### config.mk
export PLATFORM = sky130hd
export DESIGN_NAME = memory_interconnect
export DESIGN_NICKNAME = d
export VERILOG_FILES = /design/src/rtl/mem_bus_pkg.sv /design/src/rtl/rr_arbiter.sv /design/src/rtl/memory_interconnect.sv
export SDC_FILE = /design/constraint.sdc
export NUM_CORES = 1
export LEC_CHECK = 0
export ABC_AREA = 1
export CAP_MARGIN = 40
export CELL_PAD_IN_SITES_DETAIL_PLACEMENT = 1
export CELL_PAD_IN_SITES_GLOBAL_PLACEMENT = 2
export CORE_AREA = 2 2 292 294
export CTS_CLUSTER_DIAMETER = 100
export DETAILED_ROUTE_END_ITERATION = 8
export DIE_AREA = 0 0 294 296
export GPL_ROUTABILITY_DRIVEN = 0
export GPL_TIMING_DRIVEN = 0
export PLACE_DENSITY_LB_ADDON = 0.1
export SETUP_SLACK_MARGIN = 0.15
export SLEW_MARGIN = 5
export SYNTH_ARGS = -nofsm -noshare
export SYNTH_HDL_FRONTEND = slang
export SYNTH_SLANG_ARGS = --single-unit
### constraint.sdc
create_clock -name clock -period 1.9 [get_ports clock]
set_input_delay 0.475 -clock clock [delete_from_list [all_inputs] [get_ports clock]]
set_output_delay 0.475 -clock clock [all_outputs]
set_load 0.05 [all_outputs]
### src/rtl/mem_bus_pkg.sv
// Shared definitions for the memory interconnect: FSM encoding, default
// ROM/RAM/UART windows and master indices.
package mem_bus_pkg;

  typedef enum logic [1:0] {
    ST_IDLE   = 2'd0,
    ST_ACCESS = 2'd1,
    ST_RESP   = 2'd2
  } bus_state_e;

  localparam logic [63:0] ROM_BASE  = 64'h0;
  localparam logic [63:0] ROM_MASK  = ~64'hFF_FFFF;
  localparam logic [63:0] RAM_BASE  = 64'h0400_0000;
  localparam logic [63:0] RAM_MASK  = ~64'h3FF_FFFF;
  localparam logic [63:0] UART_BASE = 64'h1001_3000;
  localparam logic [63:0] UART_MASK = ~64'hFFF;

  localparam int M_INST = 0;
  localparam int M_DATA = 1;

endpackage

### src/rtl/rr_arbiter.sv
// Two-requester round-robin arbiter; combinational one-hot grant.
// Latency: grant in the same cycle as req. Pointer moves only when en is high.
// Backpressure: none; a losing requester simply keeps req high.
module rr_arbiter (
  input  logic       clock,
  input  logic       reset,
  input  logic [1:0] req,
  input  logic       en,
  output logic [1:0] gnt
);

  // ptr_q = 0 favours requester 0, 1 favours requester 1
  logic ptr_q;

  always_comb begin
    gnt = 2'b00;
    if (req[0] && (!req[1] || !ptr_q)) begin
      gnt[0] = 1'b1;
    end else if (req[1]) begin
      gnt[1] = 1'b1;
    end
  end

  always_ff @(posedge clock) begin
    if (reset) begin
      ptr_q <= 1'b0;
    end else if (en && (gnt != 2'b00)) begin
      ptr_q <= gnt[0];
    end
  end

endmodule

### src/rtl/memory_interconnect.sv
// Two-master / N-slave interconnect with round-robin arbitration and base/mask decode.
// Latency: hit ack 2 cycles after grant (+ slave wait), miss ack 1 cycle after grant.
// Backpressure: one transfer in flight; losing master holds req. Option: BUS_TIMEOUT_EN.
module memory_interconnect
  import mem_bus_pkg::*;
#(
  parameter int                           BYTE_AMNT      = 8,
  parameter int                           ADDR_W         = 64,
  parameter int                           N_SLAVES       = 3,
  parameter logic [N_SLAVES*ADDR_W-1:0]   SLAVE_BASE     = {UART_BASE, RAM_BASE, ROM_BASE},
  parameter logic [N_SLAVES*ADDR_W-1:0]   SLAVE_MASK     = {UART_MASK, RAM_MASK, ROM_MASK},
  parameter int                           TIMEOUT_CYCLES = 256
) (
  input  logic                           clock,
  input  logic                           reset,
  input  logic                           m0_req,
  input  logic                           m1_req,
  input  logic                           m0_we,
  input  logic                           m1_we,
  input  logic [ADDR_W-1:0]              m0_addr,
  input  logic [ADDR_W-1:0]              m1_addr,
  input  logic [8*BYTE_AMNT-1:0]         m0_wr_data,
  input  logic [8*BYTE_AMNT-1:0]         m1_wr_data,
  input  logic [BYTE_AMNT-1:0]           m0_byte_en,
  input  logic [BYTE_AMNT-1:0]           m1_byte_en,
  output logic                           m0_ack,
  output logic                           m1_ack,
  output logic                           m0_err,
  output logic                           m1_err,
  output logic [8*BYTE_AMNT-1:0]         m0_rd_data,
  output logic [8*BYTE_AMNT-1:0]         m1_rd_data,
  output logic [N_SLAVES-1:0]            s_req,
  output logic                           s_we,
  output logic [ADDR_W-1:0]              s_addr,
  output logic [8*BYTE_AMNT-1:0]         s_wr_data,
  output logic [BYTE_AMNT-1:0]           s_byte_en,
  input  logic [N_SLAVES*8*BYTE_AMNT-1:0] s_rd_data,
  input  logic [N_SLAVES-1:0]            s_ack
);

  localparam int DATA_W = 8 * BYTE_AMNT;
  localparam int SEL_W  = (N_SLAVES > 1) ? $clog2(N_SLAVES) : 1;

  bus_state_e          state_q, state_d;
  logic [1:0]          arb_req, arb_gnt;
  logic                start, gnt_data, mst_q;
  logic                req_we;
  logic [ADDR_W-1:0]   req_addr;
  logic [DATA_W-1:0]   req_wdat;
  logic [BYTE_AMNT-1:0] req_be;
  logic                dec_hit;
  logic [SEL_W-1:0]    dec_sel, sel_q;
  logic [ADDR_W-1:0]   dec_off;
  logic                err_q;
  logic [DATA_W-1:0]   rdat_q;
  logic                sel_ack;
  logic [DATA_W-1:0]   sel_rdat;
  logic                tmo_hit;

  assign arb_req = {m1_req, m0_req};
  assign start   = (state_q == ST_IDLE) && (arb_gnt != 2'b00);

  rr_arbiter u_arb (
    .clock (clock),
    .reset (reset),
    .req   (arb_req),
    .en    (start),
    .gnt   (arb_gnt)
  );

  assign gnt_data = arb_gnt[M_DATA];
  assign req_we   = gnt_data ? m1_we      : m0_we;
  assign req_addr = gnt_data ? m1_addr    : m0_addr;
  assign req_wdat = gnt_data ? m1_wr_data : m0_wr_data;
  assign req_be   = gnt_data ? m1_byte_en : m0_byte_en;

  // Scan from the top so the lowest matching index wins on overlap
  always_comb begin
    dec_hit = 1'b0;
    dec_sel = '0;
    dec_off = '0;
    for (int i = N_SLAVES - 1; i >= 0; i--) begin
      if ((req_addr & SLAVE_MASK[i*ADDR_W +: ADDR_W]) == SLAVE_BASE[i*ADDR_W +: ADDR_W]) begin
        dec_hit = 1'b1;
        dec_sel = SEL_W'(i);
        dec_off = req_addr & ~SLAVE_MASK[i*ADDR_W +: ADDR_W];
      end
    end
  end

  assign sel_ack  = s_ack[sel_q];
  assign sel_rdat = s_rd_data[sel_q*DATA_W +: DATA_W];

`ifdef BUS_TIMEOUT_EN
  localparam int TMO_W = $clog2(TIMEOUT_CYCLES + 1);
  logic [TMO_W-1:0] tmo_cnt;

  always_ff @(posedge clock) begin
    if (reset || (state_q != ST_ACCESS)) begin
      tmo_cnt <= '0;
    end else begin
      tmo_cnt <= tmo_cnt + 1'b1;
    end
  end

  // Fires in the last allowed ACCESS cycle; an ack in the same cycle still wins
  assign tmo_hit = (tmo_cnt == TMO_W'(TIMEOUT_CYCLES - 1));
`else
  assign tmo_hit = 1'b0;
`endif

  always_comb begin
    state_d = state_q;
    unique case (state_q)
      ST_IDLE:   if (start) state_d = dec_hit ? ST_ACCESS : ST_RESP;
      ST_ACCESS: if (sel_ack || tmo_hit) state_d = ST_RESP;
      ST_RESP:   state_d = ST_IDLE;
      default:   state_d = ST_IDLE;
    endcase
  end

  always_ff @(posedge clock) begin
    if (reset) begin
      state_q   <= ST_IDLE;
      mst_q     <= 1'b0;
      sel_q     <= '0;
      err_q     <= 1'b0;
      rdat_q    <= '0;
      s_we      <= 1'b0;
      s_addr    <= '0;
      s_wr_data <= '0;
      s_byte_en <= '0;
    end else begin
      state_q <= state_d;
      if (start) begin
        mst_q     <= gnt_data;
        sel_q     <= dec_sel;
        err_q     <= !dec_hit;
        rdat_q    <= '0;
        s_we      <= req_we;
        s_addr    <= dec_off;
        s_wr_data <= req_wdat;
        s_byte_en <= req_be;
      end else if (state_q == ST_ACCESS) begin
        if (sel_ack) begin
          err_q <= 1'b0;
          if (!s_we) rdat_q <= sel_rdat;
        end else if (tmo_hit) begin
          err_q <= 1'b1;
        end
      end
    end
  end

  always_comb begin
    s_req = '0;
    if (state_q == ST_ACCESS) s_req[sel_q] = 1'b1;
  end

  assign m0_ack     = (state_q == ST_RESP) && (mst_q == 1'(M_INST));
  assign m1_ack     = (state_q == ST_RESP) && (mst_q == 1'(M_DATA));
  assign m0_err     = m0_ack && err_q;
  assign m1_err     = m1_ack && err_q;
  assign m0_rd_data = m0_ack ? rdat_q : '0;
  assign m1_rd_data = m1_ack ? rdat_q : '0;

endmodule
==> flow_summary.ini, run 1 <==
[sta]
max-slew-margin-rel_pct = 58.2
tightest_slew_ps = 628
slew_viol_final = 0
period_share_pct = 124
fmax_mhz = 423
period_minus_slack_ps = 2360
whs_ps = 458
hold_violations = 0
clock_skew_ps = 19.0
fin_ws_ps = -463
rsz0062_at_grt = true
setup_tns_ps = -51120
setup_viol = 148

[detailed_routing]
drc_errors = 0
dr.pass1.iters = 4
ant_nets = 0
routed_wl_microns = 73900
initialDrtViolationCount = 273
avgViaCountPerCell = 3.79
wl_per_cell_microns = 22.0
vias = 12755

[placement]
dp_slack_ps = -1500
dp_hpwl_microns = 59700
place.port_buffers = 706

[worst_setup_path]
r2r_end = state_q[0]$_SDFFE_PP0P_
r2r_start = u_arb.ptr_q$_SDFFE_PP0P_
worst-path-stages = 7
endpoint_kind = output pin
critical-path-slowest-cell = dfxtp_2
path_buf_inv = 5
critPathMaxFanout = 10
arrival_ps = 1890
cp-startpoint = mst_q$_SDFFE_PP0P_
crit_type = register to output pin
r2r_setup_slack_ps = -50
cp_cell_sequence = inv_2, nor3_4, inv_4, clkbuf_16, buf_12, nor2_4, buf_6
startpoint_type = register
max_stage_delay_ps = 360
ff2ff_path_depth = 16
required_ps = 1420
cp-endpoint = m1_rd_data[33]
critical-path-top-delay-family = buffers and inverters

[pwr]
p_total_w = 0.0114
vdd_drop_max_mv = 0.542
power_density_nw_per_um2 = 492
p_leak_nw = 8.92

[yosys]
ys_ff_latch = 170
ys_seq_area_share_pct = 36.7
netlist_instances = 1390
ys.warnings.count = 0
ys_types = 29
synth_top_area_share_pct = 36.7
syn_area_sq_um = 9280
synthTopCellsByArea = dfxtp_1 (37%), nand2_1 (13%), o21ai_0 (8.1%)
yosysTopAreaCell = dfxtp_1
synth.avg_cell_area_sq_um = 6.68

[cts]
clk_pin_slew_ps = 80
clk_latency_ps = 490
numCtsBuffers = 17
hold_buffers = 0
htree_num_levels = 4
cts_sinks = 170
cts_tree = done
clockBufferDepth = 2
cts-root-buf = clkbuf_16

[die]
placementRows = 107
die_h_microns = 296
pin_count = 745
die_area_sq_um = 87000
start_util_pct = 11.0
coreArea_sq_um = 84200
die_x_microns = 294

[min_path]
hold_path_class = register to register

[finish]
drive_gt1_share_pct = 40.0
final_cell_mix = clkdlybuf4s50_1 (470), nand2_1 (235), dfxtp_1 (164), nor2_4 (140), nand3_1 (127)
num-nets-final = 2726
fin_util_pct = 27.6
multiInputGateArea_sq_um = 7090
n_fill_cell = 9698
register_area_sq_um = 3420
layout.cells.most_common = clkdlybuf4s50_1
syn_to_final_growth_pct = 150

[global_route]
grt_overflow = 0
track_usage_pct = 15.9
grt_pass1_wl_microns = 97800
antenna_found_initial = 22
grt_max_degree = 20
grt_pass1_vias = 13457

[outcome]
violations = negative setup slack
status = finished with violations

[job]
drv_cap = 0
where the power goes:
part | switching, W | total, W | internal [W]
Clock | 0.00197 | 0.00375 | 0.00178
Combinational | 0.00198 | 0.00388 | 0.00190
Sequential | 0.000102 | 0.00381 | 0.00371
Total | 0.00405 | 0.0114 | 0.00740
through the flow:
step                std cells  area [sq um]
floorplan                1427         10700
global placement         3223         19100
detailed placement       3229         19200
CTS                      3307         21400
global route             3358         23200
finish                   3363         23300
worst register-to-register path, delay by kind of cell (launching register included):
family | cells | cell delay, ps
buf+inv | 4 | 520
flops | 1 | 340
simple gates | 10 | 850
compound gates | 2 | 160
kinds of logic (layout without fill, tap and decap cells):
logic type | after synthesis | count (layout) | synth area share (%)
AND/OR/NAND/NOR | 667 | 667 | 29.6
AO/OA/AOI/OAI | 252 | 252 | 14.6
buffers and inverters | 228 | 1067 | 11.3
flip-flops | 170 | 170 | 36.7
multiplexers | 72 | 72 | 7.76
other | 1 | 45 | 0.0404
worst min-delay path by stage:
stage                                          start  depth (start not counted)                         end
after CTS                     s_addr[1]$_SDFFE_PP0P_                          2      s_addr[1]$_SDFFE_PP0P_
final                      s_wr_data[6]$_SDFFE_PP0P_                          2   s_wr_data[6]$_SDFFE_PP0P_
after global routing       s_wr_data[6]$_SDFFE_PP0P_                          2   s_wr_data[6]$_SDFFE_PP0P_
after global placement    s_wr_data[30]$_SDFFE_PP0P_                          2  s_wr_data[30]$_SDFFE_PP0P_
after floorplan             u_arb.ptr_q$_SDFFE_PP0P_                          2    u_arb.ptr_q$_SDFFE_PP0P_
after detailed placement      s_addr[9]$_SDFFE_PP0P_                          2      s_addr[9]$_SDFFE_PP0P_
layout make-up:
| class | count | area share [%] |
|---|---|---|
| Buffer | 137 | 7.51 |
| Multi-Input combinational cell | 1029 | 30.5 |
| Inverter | 90 | 1.56 |
| Timing Repair Buffer | 808 | 37.2 |
| Sequential cell | 170 | 14.7 |
| Antenna cell | 7 | 0.0753 |
| Tap cell | 1090 | 5.86 |
| Clock buffer | 18 | 1.85 |
| Clock inverter | 14 | 0.786 |
per-layer routing:
metal	GRT usage, %	vias up	part of all wire, %
li1	-	6206	-
met1	16.2	6017	36
met4	3.65	28	1.3
met2	30.4	434	54
met5	0	-	0.24
met3	6.38	70	8.2
registers in the layout, indices dropped and copies added (netlist names):
register / cells
s_byte_en: 8
u_arb.ptr_q: 1
s_we: 1
rdat_q: 64
state_q: 2
sel_q: 2
err_q: 1
s_addr: 26
mst_q: 1
s_wr_data: 64
cells in the mapped netlist:
| library cell | number |
|---|---|
| a21oi_1 | 67 |
| a21oi_4 | 1 |
| a22o_1 | 1 |
| and3_1 | 1 |
| buf_1 | 13 |
| buf_2 | 18 |
| buf_4 | 39 |
| buf_6 | 3 |
| clkbuf_1 | 65 |
| conb_1 | 1 |
| dfxtp_1 | 170 |
| inv_1 | 90 |
| mux2i_1 | 72 |
| nand2_1 | 312 |
| nand2_2 | 3 |
| nand3_1 | 142 |
| nand3_2 | 2 |
| nand4_1 | 1 |
| nor2_1 | 186 |
| nor2_2 | 2 |
| nor3_1 | 6 |
| o211ai_1 | 12 |
| o21ai_0 | 150 |
| o21ai_1 | 3 |
| o21ai_2 | 10 |
| o22ai_1 | 4 |
| o31ai_1 | 3 |
| o32ai_1 | 1 |
| or2_2 | 12 |
what timing repair did:
action	CTS	global route
setup endpoints to repair	404	341
gates resized for setup	1738	560
pin swaps	17	37
buffers inserted	40	30
gates cloned	6	20
Power figures use the tool's default switching activity.
==> run 2: changes to the inputs <==
CTS_CLUSTER_DIAMETER = not set   (was 100)
==> results of run 2 <==
No change in the layout: final DEF, timing and power equal those of run 1.
